[src/rtl/move_sched_pkg.sv]
// Shared definitions for the move_sched sequencer: piece codes, FSM states,
// and the packed move-list word layout {piece, from-square, to-square}.
package move_sched_pkg;

    // Piece kinds live in code[2:0]; code[BLACK_BIT] selects the colour.
    localparam logic [2:0] EMPTY  = 3'd0;
    localparam logic [2:0] PAWN   = 3'd1;
    localparam logic [2:0] KNIGHT = 3'd2;
    localparam logic [2:0] BISHOP = 3'd3;
    localparam logic [2:0] ROOK   = 3'd4;
    localparam logic [2:0] QUEEN  = 3'd5;
    localparam logic [2:0] KING   = 3'd6;
    localparam int BLACK_BIT = 3;

    localparam int PIECE_W = 4;
    localparam int SQ_W    = 6;
    localparam int FILES   = 8;
    localparam int ROW_W   = PIECE_W * FILES;
    localparam int ML_DW   = PIECE_W + 2 * SQ_W;

    typedef enum logic [2:0] {
        S_IDLE,
        S_RD_ROW,
        S_LATCH,
        S_SCAN,
        S_REQ,
        S_COLLECT,
        S_DONE
    } state_t;

    // Kind 7 has no piece assigned, so 7 and 15 count as empty squares.
    function automatic logic is_piece(input logic [PIECE_W-1:0] code);
        logic result;
        case (code[2:0])
            EMPTY:                                   result = 1'b0;
            PAWN, KNIGHT, BISHOP, ROOK, QUEEN, KING: result = 1'b1;
            default:                                 result = 1'b0;
        endcase
        return result;
    endfunction

endpackage

[src/rtl/move_sched_rowscan.sv]
// Holds one board row and walks its eight squares, flagging pieces that
// belong to the side to move.
module move_sched_rowscan
    import move_sched_pkg::*;
(
    input  logic               clk,
    input  logic               rst_n_i,
    input  logic               load_i,
    input  logic [ROW_W-1:0]   row_data_i,
    input  logic               adv_i,
    input  logic               side_i,
    output logic [PIECE_W-1:0] piece_o,
    output logic [2:0]         file_o,
    output logic               match_o,
    output logic               last_file_o
);

    logic [ROW_W-1:0]   row_q;
    logic [2:0]         file_q;
    logic [PIECE_W-1:0] sq_piece [FILES];

    for (genvar gi = 0; gi < FILES; gi++) begin : g_sq
        assign sq_piece[gi] = row_q[PIECE_W*gi +: PIECE_W];
    end

    always_ff @(posedge clk or negedge rst_n_i) begin
        if (!rst_n_i) begin
            row_q  <= '0;
            file_q <= '0;
        end else if (load_i) begin
            row_q  <= row_data_i;
            file_q <= '0;
        end else if (adv_i) begin
            file_q <= file_q + 3'd1;
        end
    end

    assign piece_o     = sq_piece[file_q];
    assign file_o      = file_q;
    assign match_o     = is_piece(piece_o) && (piece_o[BLACK_BIT] == side_i);
    assign last_file_o = (file_q == 3'd7);

endmodule

[src/rtl/move_sched.sv]
// Legal-move-generator sequencer: scans board rows, issues generate requests and
// packs returned destinations into the move list. MOVE_SCHED_PERF_EN adds cycle_count.
module move_sched
    import move_sched_pkg::*;
#(
    parameter int MAX_MOVES = 100,
    parameter int ML_AW     = 7
) (
    input  logic               clk,
    input  logic               reset,
    input  logic               start,
    input  logic               side,
    output logic               busy,
    output logic               done,
    output logic [ML_AW-1:0]   move_count,
    output logic               overflow,
    output logic               brd_rd,
    output logic [2:0]         brd_addr,
    input  logic [ROW_W-1:0]   brd_rdata,
    output logic               gen_req,
    output logic [SQ_W-1:0]    gen_square,
    output logic [PIECE_W-1:0] gen_piece,
    input  logic               gen_ack,
    input  logic               gen_mv_valid,
    input  logic [SQ_W-1:0]    gen_mv_dst,
    input  logic               gen_sq_done,
    output logic               gen_mv_ready,
    output logic               ml_we,
    output logic [ML_AW-1:0]   ml_addr,
    output logic [ML_DW-1:0]   ml_wdata
`ifdef MOVE_SCHED_PERF_EN
    ,
    output logic [15:0]        cycle_count
`endif
);

    localparam logic [ML_AW-1:0] MAX_CNT = ML_AW'(MAX_MOVES);

    state_t             state_q;
    logic               start_prev_q;
    logic               side_q;
    logic [2:0]         row_q;
    logic               busy_q;
    logic               done_q;
    logic               ovf_q;
    logic [ML_AW-1:0]   cnt_q;
    logic               brd_rd_q;
    logic [2:0]         brd_addr_q;
    logic               gen_req_q;
    logic [SQ_W-1:0]    gen_square_q;
    logic [PIECE_W-1:0] gen_piece_q;
    logic               ready_q;

    logic               start_rise;
    logic               scan_load;
    logic               scan_match;
    logic               scan_last;
    logic [PIECE_W-1:0] scan_piece;
    logic [2:0]         scan_file;
    logic               leave_sq;
    logic               wr_acc;

    assign start_rise = start && !start_prev_q;
    assign scan_load  = (state_q == S_LATCH);

    // Finished with the current square: skipped in SCAN, or its beats ended.
    assign leave_sq = start && (((state_q == S_SCAN) && !scan_match) ||
                                ((state_q == S_COLLECT) && gen_sq_done));

    assign wr_acc = start && (state_q == S_COLLECT) && gen_mv_valid && (cnt_q < MAX_CNT);

    move_sched_rowscan u_rowscan (
        .clk         (clk),
        .rst_n_i     (reset),
        .load_i      (scan_load),
        .row_data_i  (brd_rdata),
        .adv_i       (leave_sq),
        .side_i      (side_q),
        .piece_o     (scan_piece),
        .file_o      (scan_file),
        .match_o     (scan_match),
        .last_file_o (scan_last)
    );

    always_ff @(posedge clk or negedge reset) begin
        if (!reset) begin
            state_q      <= S_IDLE;
            start_prev_q <= 1'b0;
            side_q       <= 1'b0;
            row_q        <= '0;
            busy_q       <= 1'b0;
            done_q       <= 1'b0;
            ovf_q        <= 1'b0;
            cnt_q        <= '0;
            brd_rd_q     <= 1'b0;
            brd_addr_q   <= '0;
            gen_req_q    <= 1'b0;
            gen_square_q <= '0;
            gen_piece_q  <= '0;
            ready_q      <= 1'b0;
        end else begin
            start_prev_q <= start;
            brd_rd_q     <= 1'b0;
            case (state_q)
                S_IDLE: begin
                    if (start_rise) begin
                        side_q     <= side;
                        cnt_q      <= '0;
                        ovf_q      <= 1'b0;
                        row_q      <= '0;
                        busy_q     <= 1'b1;
                        done_q     <= 1'b0;
                        brd_rd_q   <= 1'b1;
                        brd_addr_q <= '0;
                        state_q    <= S_RD_ROW;
                    end
                end
                S_DONE: begin
                    if (!start) begin
                        done_q  <= 1'b0;
                        state_q <= S_IDLE;
                    end
                end
                default: begin
                    if (!start) begin
                        // Abort: drop any handshake in flight but keep the count.
                        busy_q    <= 1'b0;
                        done_q    <= 1'b0;
                        gen_req_q <= 1'b0;
                        ready_q   <= 1'b0;
                        state_q   <= S_IDLE;
                    end else begin
                        case (state_q)
                            S_RD_ROW: state_q <= S_LATCH;
                            S_LATCH:  state_q <= S_SCAN;
                            S_SCAN: begin
                                if (scan_match) begin
                                    gen_req_q    <= 1'b1;
                                    gen_square_q <= {row_q, scan_file};
                                    gen_piece_q  <= scan_piece;
                                    state_q      <= S_REQ;
                                end
                            end
                            S_REQ: begin
                                if (gen_ack) begin
                                    gen_req_q <= 1'b0;
                                    ready_q   <= 1'b1;
                                    state_q   <= S_COLLECT;
                                end
                            end
                            S_COLLECT: begin
                                if (wr_acc) begin
                                    cnt_q <= cnt_q + 1'b1;
                                end else if (gen_mv_valid) begin
                                    ovf_q <= 1'b1;
                                end
                                if (gen_sq_done) begin
                                    ready_q <= 1'b0;
                                    state_q <= S_SCAN;
                                end
                            end
                            default: state_q <= S_IDLE;
                        endcase

                        if (leave_sq && scan_last) begin
                            if (row_q == 3'd7) begin
                                busy_q  <= 1'b0;
                                done_q  <= 1'b1;
                                state_q <= S_DONE;
                            end else begin
                                row_q      <= row_q + 3'd1;
                                brd_rd_q   <= 1'b1;
                                brd_addr_q <= row_q + 3'd1;
                                state_q    <= S_RD_ROW;
                            end
                        end
                    end
                end
            endcase
        end
    end

    assign busy         = busy_q;
    assign done         = done_q;
    assign move_count   = cnt_q;
    assign overflow     = ovf_q;
    assign brd_rd       = brd_rd_q;
    assign brd_addr     = brd_addr_q;
    assign gen_req      = gen_req_q;
    assign gen_square   = gen_square_q;
    assign gen_piece    = gen_piece_q;
    assign gen_mv_ready = ready_q;
    assign ml_we        = wr_acc;
    assign ml_addr      = cnt_q;
    assign ml_wdata     = wr_acc ? {gen_piece_q, gen_square_q, gen_mv_dst} : '0;

`ifdef MOVE_SCHED_PERF_EN
    logic [15:0] cyc_q;

    always_ff @(posedge clk or negedge reset) begin
        if (!reset) begin
            cyc_q <= '0;
        end else if ((state_q == S_IDLE) && start_rise) begin
            cyc_q <= '0;
        end else if (busy_q && (cyc_q != 16'hFFFF)) begin
            cyc_q <= cyc_q + 16'd1;
        end
    end

    assign cycle_count = cyc_q;
`endif

endmodule
[config.mk]
export PLATFORM = sky130hd
export DESIGN_NAME = move_sched
export DESIGN_NICKNAME = d
export VERILOG_FILES = /design/src/rtl/move_sched_pkg.sv /design/src/rtl/move_sched_rowscan.sv /design/src/rtl/move_sched.sv
export SDC_FILE = /design/constraint.sdc
export NUM_CORES = 1
export LEC_CHECK = 0
export CORE_MARGIN = 3
export CORE_UTILIZATION = 55
export CTS_BUF_LIST = sky130_fd_sc_hd__clkbuf_16
export CTS_CLUSTER_DIAMETER = 80
export CTS_CLUSTER_SIZE = 14
export DETAILED_ROUTE_END_ITERATION = 8
export DONT_BUFFER_PORTS = 1
export PLACE_DENSITY = 0.7
export SLEW_MARGIN = 20
export SYNTH_ARGS = -nofsm -noshare
export SYNTH_HDL_FRONTEND = slang
export SYNTH_HIERARCHICAL = 1
export SYNTH_SLANG_ARGS = --single-unit
export TNS_END_PERCENT = 5
[constraint.sdc]
create_clock -name clk -period 4.2 [get_ports clk]
set_input_delay 0.63 -clock clk [delete_from_list [all_inputs] [get_ports clk]]
set_output_delay 0.63 -clock clk [all_outputs]
set_load 0.01 [all_outputs]
==> reports/metrics.cfg <==
[outcome]
outcome = complete, no violations

[placement]
place_congestion = 0.8304
hpwl_mm = 4.655
dpl_worst_slack_ns = 0.9236
placed_area_sq_um = 3298
numPortBuffers = 0

[floorplanning]
die_y_microns = 83.85
num_rows = 27
die_area_sq_um = 7031
num_io_pins = 95
die_w_microns = 83.85
coreArea_sq_um = 5675
start_util_pct = 58.73

[final_layout]
layout_common_cells = 66 x dfrtp_1, 46 x mux2_2, 17 x and2_1
syn2layout_area_growth_pct = 7.658
final_common_cell = dfrtp_1
fin_area_sq_um = 3588
diodes = 0
final_layout_size_suffix_gt1_share_pct = 31.30
layout.nets = 307

[worst_hold_path]
worstHoldPathType = input port to asynchronous set/reset pin

[clock_network]
clock-root-buffer = clkbuf_16
cts_tree = built
h-tree-depth = 3
clock_latency_ns = 0.33
post-cts-setup-buffers = 0
cts_buffers = 9
path_clk_slew_ns = 0.05
clk_path_buf_depth = 2
cts_sinks = 66

[routing]
wl_per_cell_microns = 19.46
dr.pass1.iters = 4
vias = 2031
drc = 0
drt_iter0_markers = 111
drt-vias-per-instance = 6.081
wl_mm = 6.501
postRouteAntennaNets = 0

[sta]
final.setup.tns_ns = 0
post-route-period-util_pct = 78.13
rsz0062_at_grt = false
max_freq_ghz = 0.3047
max_slew_margin_pct = 55.48
setup_viol = 0
setup_ws_ns = 0.9186
finalHoldViolCount = 0
maxSlewViolCount = 0
holdWs_ns = 0.1689
finalCriticalPeriod_ns = 3.281
worst_pin_slew_ns = 0.6678
fin_skew_ns = 0.006060

[grt]
grt.total_usage_pct = 19.21
antenna_found_initial = 0
grt_first_pass_wirelength_mm = 10.71
grt_pass1_vias = 2130
grt_overflow = 0
grt_max_degree = 67

[synth]
yosysUniqueCellTypes = 49
synth_seq_cells = 66
synthArstFlopShare_pct = 100.0
yosys_warnings = 6
syn_avg_cell_area_sq_um = 12.63
synth-seq-area-share_pct = 49.55
syn_inst = 264
synth_edf_count = 0
synth_ff_type = dfrtp_1
syn_nets = 314
synth.cell_area_sq_um = 3333

[pwr]
ir_worst_vdd_mv = 0.3535
totalPowerFinal_mw = 2.372
power_density_nw_per_um2 = 661.1
power.leakage_nw = 1.604

[worst_setup_path]
cp-end-kind = flop
worstPathMaxFanout = 11
path_class = flop to flop
startpoint_type = flop
cp.arrival_ns = 3.51
worstPathRequired_ns = 4.42

[job]
cap_violations = 0

[per-layer routing]
layer / track usage [%] / part of all wire (%) / up-vias / wire [microns]
met5: 0 / 0 / - / 0
li1: - / - / 926 / -
met4: 9.795 / 2.6 / 0 / 166
met1: 23.25 / 41 / 1016 / 2683
met2: 29.28 / 48 / 76 / 3113
met3: 8.193 / 8.3 / 13 / 538
[layout make-up]
cell class | instances | area (sq um)
Clock buffer | 9 | 225.2
Multi-Input combinational cell | 173 | 1530
Timing Repair Buffer | 2 | 35.03
Tap cell | 72 | 90.09
Clock inverter | 7 | 37.54
Inverter | 5 | 18.77
Fill cell | 454 | 2087
Sequential cell | 66 | 1652
[metrics by stage]
stage | instances | utilization, %
after floorplan | 264 | -
after global routing | 334 | 63.23
after CTS | 334 | 63.23
after detailed placement | 317 | 58.11
after global placement | 317 | 58.11
final | 334 | 63.23
[Yosys cell counts, drive strengths merged (2+ instances only)]
cell | count | share of area (%)
dfrtp | 66 | 50
mux2 | 47 | 16
and2 | 17 | 3.2
buf | 15 | 3.3
nor2 | 15 | 1.9
nand2 | 14 | 1.6
a21oi | 11 | 2.0
mux4 | 8 | 5.9
nor3 | 8 | 1.4
clkbuf | 5 | 0.86
ha | 5 | 1.9
inv | 5 | 0.56
o21ai | 4 | 0.60
a22o | 3 | 0.79
mux2i | 3 | 0.90
nand3 | 3 | 0.45
nor4 | 3 | 0.75
o21a | 3 | 0.68
xnor2 | 3 | 1.0
xor2 | 3 | 0.79
a211oi | 2 | 0.45
and3 | 2 | 0.38
nand2b | 2 | 0.45
nand4 | 2 | 0.38
nor2b | 2 | 0.53
o211ai | 2 | 0.45
o32ai | 2 | 0.53
[final timing paths]
kind,end,slack [ns],cells after the start,start
worst max register to register,state_q[2],0.92,8,u_rowscan/file_o[0]
worst min-delay path,ml_addr[2],0.17,1,reset
worst min register to register,u_rowscan/row_q[6],0.50,1,u_rowscan/row_q[6]
worst max-delay path,state_q[2],0.92,8,u_rowscan/file_o[0]
max in group asynchronous,done,3.75,1,reset
min in group clk,start_prev_q,0.33,0,start
[registers in the layout, indices dropped and copies added (netlist names), 3 cells and up]
name              cells
gen_piece             4
state_q               3
gen_square            6
brd_addr              3
u_rowscan/row_q      32
ml_addr               7
u_rowscan/file_o      3
[worst max-delay path, cell delays in order (launching register included)]
cell and delay (ns):
dfrtp_1 0.68, mux4_1 0.63, mux2_2 0.31, o311a_1 0.35, or3b_4 0.42, a21oi_4 0.21
nor3_2 0.08, or2_0 0.22, o32ai_1 0.27
[power by group]
group / switching, mW / total [mW] / internal (mW)
Sequential: 0.202 / 1.05 / 0.849
Combinational: 0.267 / 0.671 / 0.404
Clock: 0.259 / 0.651 / 0.391
Total: 0.728 / 2.37 / 1.64
[cell families (layout without fill, tap and decap cells)]
group,after synthesis,count (layout),synth area share [%]
mux,58,58,22.75
flops,66,66,49.55
compound gates,30,30,6.344
xor+xnor,6,6,1.802
buf+inv,25,23,4.691
fa+ha+maj,5,5,1.877
simple gates,74,74,12.99
[repair_timing]
action	in CTS	in global routing
gates resized for setup	0	0
endpoints found under the hold margin	66	0
hold buffers	1	0
Power figures use the tool's default switching activity.
